==> config.mk <==
export PLATFORM = sky130hd
export DESIGN_NAME = booth_mul
export DESIGN_NICKNAME = d
export VERILOG_FILES = /design/src/rtl/booth_mul.sv
export SDC_FILE = /design/constraint.sdc
export NUM_CORES = 1
export LEC_CHECK = 0
export ABC_AREA = 0
export CAP_MARGIN = 15
export CORE_MARGIN = 5
export CORE_UTILIZATION = 50
export DETAILED_ROUTE_END_ITERATION = 8
export PLACE_DENSITY_LB_ADDON = 0.12
export SLEW_MARGIN = 30
export SYNTH_ARGS = -nofsm -noshare
export SYNTH_HDL_FRONTEND = slang
export SYNTH_SLANG_ARGS = --single-unit
==> constraint.sdc <==
create_clock -name clk -period 3.45 [get_ports clk]
set_input_delay 0.5175 -clock clk [delete_from_list [all_inputs] [get_ports clk]]
set_output_delay 0.5175 -clock clk [all_outputs]
set_load 0.02 [all_outputs]
==> src/rtl/booth_mul.sv <==
// booth_mul: sequential signed 16x16 multiplier, radix-2 Booth, one step per clock.
// A start accepted in IDLE or DONE latches a and b and runs 16 Booth steps in CALC.
// The 32-bit product and its Z/N/V/C flags are then registered, and done_mul pulses
// for the one DONE cycle.
// Ports:
//   clk, rst           clock, asynchronous active-high reset
//   start, a, b        one-cycle request with signed operands
//   result, result_hi  product[15:0], product[31:16] (held until the next completion)
//   done_mul, busy     completion pulse, high while in CALC
//   Z, N, V, C         zero, sign, does-not-fit-in-16-bits, carry (equal to V)
module booth_mul (
   input  logic        clk,
   input  logic        rst,
   input  logic        start,
   input  logic [15:0] a,
   input  logic [15:0] b,
   output logic [15:0] result,
   output logic [15:0] result_hi,
   output logic        done_mul,
   output logic        busy,
   output logic        Z,
   output logic        N,
   output logic        V,
   output logic        C
);
   typedef enum logic [1:0] {IDLE, CALC, DONE} state_t;

   state_t      state_q, state_d;
   logic [4:0]  cnt_q, cnt_d;
   logic [16:0] acc_q, acc_d;
   logic [16:0] m_q, m_d;
   logic [15:0] q_q, q_d;
   logic        q1_q, q1_d;
   logic [31:0] prod_q, prod_d;
   logic        done_q, done_d, busy_q, busy_d;
   logic        z_q, z_d, n_q, n_d, v_q, v_d;

   logic [16:0] sum;
   logic [16:0] acc_sh;
   logic [15:0] q_sh;
   logic [31:0] prod_new;

   // One Booth step. A is 17 bits wide, so +/-32768 multiples never overflow.
   always_comb begin
      unique case ({q_q[0], q1_q})
         2'b01:   sum = acc_q + m_q;
         2'b10:   sum = acc_q - m_q;
         default: sum = acc_q;
      endcase
      acc_sh   = {sum[16], sum[16:1]};
      q_sh     = {sum[0], q_q[15:1]};
      prod_new = {acc_sh[15:0], q_sh};
   end

   always_comb begin
      state_d = state_q;
      cnt_d   = cnt_q;
      acc_d   = acc_q;
      m_d     = m_q;
      q_d     = q_q;
      q1_d    = q1_q;
      prod_d  = prod_q;
      done_d  = 1'b0;
      busy_d  = busy_q;
      z_d     = z_q;
      n_d     = n_q;
      v_d     = v_q;
      unique case (state_q)
         IDLE, DONE: begin
            if (start) begin
               m_d     = {a[15], a};
               q_d     = b;
               acc_d   = '0;
               q1_d    = 1'b0;
               cnt_d   = '0;
               busy_d  = 1'b1;
               state_d = CALC;
            end else begin
               state_d = IDLE;
            end
         end
         CALC: begin
            acc_d = acc_sh;
            q_d   = q_sh;
            q1_d  = q_q[0];
            cnt_d = cnt_q + 5'd1;
            if (cnt_q == 5'd15) begin
               // 16th step: commit product and flags together.
               state_d = DONE;
               busy_d  = 1'b0;
               done_d  = 1'b1;
               prod_d  = prod_new;
               z_d     = (prod_new == 32'd0);
               n_d     = prod_new[31];
               v_d     = !((&prod_new[31:15]) || !(|prod_new[31:15]));
            end
         end
         default: state_d = IDLE;
      endcase
   end

   always_ff @(posedge clk or posedge rst) begin
      if (rst) begin
         state_q <= IDLE;
         cnt_q   <= '0;
         acc_q   <= '0;
         m_q     <= '0;
         q_q     <= '0;
         q1_q    <= 1'b0;
         prod_q  <= '0;
         done_q  <= 1'b0;
         busy_q  <= 1'b0;
         z_q     <= 1'b1;
         n_q     <= 1'b0;
         v_q     <= 1'b0;
      end else begin
         state_q <= state_d;
         cnt_q   <= cnt_d;
         acc_q   <= acc_d;
         m_q     <= m_d;
         q_q     <= q_d;
         q1_q    <= q1_d;
         prod_q  <= prod_d;
         done_q  <= done_d;
         busy_q  <= busy_d;
         z_q     <= z_d;
         n_q     <= n_d;
         v_q     <= v_d;
      end
   end

   assign result    = prod_q[15:0];
   assign result_hi = prod_q[31:16];
   assign done_mul  = done_q;
   assign busy      = busy_q;
   assign Z         = z_q;
   assign N         = n_q;
   assign V         = v_q;
   assign C         = v_q;
endmodule

==> flow_summary_export.csv <==
group,metric,value,unit
finish,multi_input_area,0.00296,mm²
die,core,0.0103,mm²
cts,tritoncts,"yes",
setup_path,crit_start,"m_q[3]",
yosys,yosys_most_used_dff,"dfrtp_1",
yosys,ys_types,66,
setup_path,critPathCaptureType,"register",
min_path,min-delay-start,"prod_q[14]",
route,vias,4876,
route,wire_per_inst,16.6,µm
finish,drive_gt1_frac,0.170,
timing,hold_violations,0,
timing,max_freq,0.290,GHz
setup_path,crit-reg2reg-launch,"m_q[3]",
status,violations,"negative setup slack",
cts,cts_hold_buf,0,
global_routing,global_route.overflow_total,0,
die,start_util,0.513,
yosys,synth_edf_count,0,
die,io_pins,73,
yosys,syn_inst,616,
finish,n_fill_cell,868,
cts,cts_buffers,9,
route,viasPerCell,5.59,
setup_path,path_max_fanout,5,
timing,fin_crit,3.45,ns
global_routing,antenna_found_initial,0,
yosys,synth-seq-cells,92,
setup_path,crit_end,"C",
finish,final_common_cell,"nand2_1",
finish,final_area,0.00693,mm²
global_routing,grt_pass1_vias,4867,
placement,dp.cells,847,
timing,setup_ws,-0.000450,ns
min_path,holdCritPathClass,"register to register",
timing,skew,0.0173,ns
global_routing,grt_pass1_wl,24200,µm
setup_path,arrival,3.70,ns
yosys,ys_seq_area_frac,0.435,
route,drtIter0Drc,318,
status,status,"finished with violations",
timing,relSlewSlack,0.417,
yosys,synth-async-reset-ratio,1.00,
cts,root_buffer,"clkbuf_8",
finish,layout_common_cells,"170 x nand2_1, 91 x dfrtp_1, 72 x clkdlybuf4s50_1",
finish,antenna_cells,0,
timing,tns,-0.000450,ns
placement,globalplace.congestion,0.930,
placement,port_buffers,72,
yosys,yosys_warnings,0,
die,fp.dieW,113,µm
die,rows,37,
placement,hpwl,10700,µm
global_routing,grt_max_degree,49,
cts,cts_sinks,92,
yosys,avgSynthCellArea,8.60,µm²
setup_path,crit_type,"register to register",
cts,htree_levels,3,
finish,register_area,0.00230,mm²
min_path,hold-path-cell-count,2,
timing,drv_slew,0,
route,ant_nets,0,
setup_path,worst_ep_required_time,3.70,ns
yosys,syn_nets,672,
route,wl,14500,µm
die,die-area,0.0128,mm²
setup_path,r2r_end,"C",
setup_path,r2r_slack,-0.0005,ns
timing,grt_setup_unrepaired,"true",
yosys,netlist_area,0.00530,mm²
placement,placed_cell_area,0.00651,mm²
setup_path,rr_worst_depth,14,
cts,clk_pin_slew,0.10,ns
finish,area_growth,30.8,%
route,drc,0,
timing,period_share,1.00,
timing,worst_pin_slew,0.872,ns
setup_path,cp-start-kind,"register",
cts,clock_latency,0.36,ns
timing,finalSetupViolCount,1,
finish,num-nets-final,788,
cts,cts_buffer_depth,2,
route,dr.pass1.iters,5,
finish,instances_no_fill,873,
die,fp.dieH,113,µm
global_routing,track_usage,0.233,
flow_run,drv_cap,0,
synth_stat cells, types with 5 or more instances:
| library cell | count | area, µm² |
|---|---|---|
| buf_1 | 5 | 18.8 |
| clkbuf_1 | 23 | 86.3 |
| nor3_1 | 15 | 75.1 |
| a31oi_1 | 10 | 62.6 |
| nand2b_1 | 5 | 31.3 |
| nor2b_1 | 5 | 31.3 |
| a22o_1 | 5 | 43.8 |
| or3_1 | 10 | 62.6 |
| nand2_1 | 171 | 642 |
| a21oi_1 | 20 | 100 |
| o31a_1 | 5 | 43.8 |
| dfrtp_1 | 91 | 2280 |
| xnor2_1 | 14 | 123 |
| inv_1 | 16 | 60.1 |
| nor4_1 | 9 | 56.3 |
| o21ai_0 | 53 | 265 |
| nand3_1 | 9 | 45.0 |
| a22oi_1 | 16 | 120 |
| nor2_1 | 23 | 86.3 |
| ha_1 | 20 | 250 |
how the worst min path moves through the flow:
stage                       endpoint
final                     prod_q[14]
after global routing        cnt_q[3]
after CTS                 prod_q[14]
after detailed placement  prod_q[14]
after global placement    prod_q[11]
after floorplan             cnt_q[3]
layout make-up:
type                       instances  area share
inverter                          17     0.00939
clock inverter                     5     0.00867
tap                              136      0.0246
multi-input combinational        474       0.427
sequential                        92       0.332
clock buffer                      11      0.0204
timing repair buffer             138       0.177
routing by layer:
metal | vias up | part of all wire | wire (µm) | GRT usage
met5 | - | 0 | 0 | 0
met4 | 0 | 0.018 | 267 | 0.0593
met3 | 16 | 0.043 | 627 | 0.0380
met2 | 114 | 0.50 | 7260 | 0.398
met1 | 2319 | 0.44 | 6370 | 0.309
li1 | 2427 | - | - | -
state kept, by name, summed over array words and instances, names as in the netlist:
name      cells
prod_q       32
busy          1
done_mul      1
cnt_q         5
acc_q        16
Z             1
m_q          16
q_q          16
C             1
q1_q          1
state_q       2
cells by family after synthesis:
kind of cell	synth area share
mux	0.00803
compound gates	0.193
xor+xnor	0.0248
fa+ha+maj	0.0510
simple gates	0.250
buf+inv	0.0385
flops	0.435
worst max-delay path, cell delays in order (launching register included):
cell and delay [ns]:
dfrtp_1 0.38, or3_4 0.43, nor3b_4 0.35, a21oi_2 0.11
xnor2_1 0.15, ha_1 0.39, a21oi_2 0.17, nand2_2 0.09
buf_4 0.15, nor3_4 0.17, a21oi_1 0.12, o311ai_4 0.37
o2111a_1 0.26, a311o_1 0.15, o21ai_1 0.06
timing repair:
item | 4_1_cts | 5_1_grt
setup buffers | 4 | 6
resized for setup | 9 | 23
pin swaps | 5 | 11
setup endpoints to repair | 6 | 4
metrics by stage:
stage | hold slack (ns) | setup slack [ns] | utilization
after floorplan | 0.449 | 0.0381 | -
after global placement | 0.458 | -0.245 | 0.631
after detailed placement | 0.462 | -0.281 | 0.631
after CTS | 0.485 | 0.00898 | 0.657
after global routing | 0.509 | -0.179 | 0.671
final | 0.482 | -0.000450 | 0.671
Power is left out: the tool's default activity adds up to more than one toggle a clock period on the data nets, which glitch-free logic cannot reach.
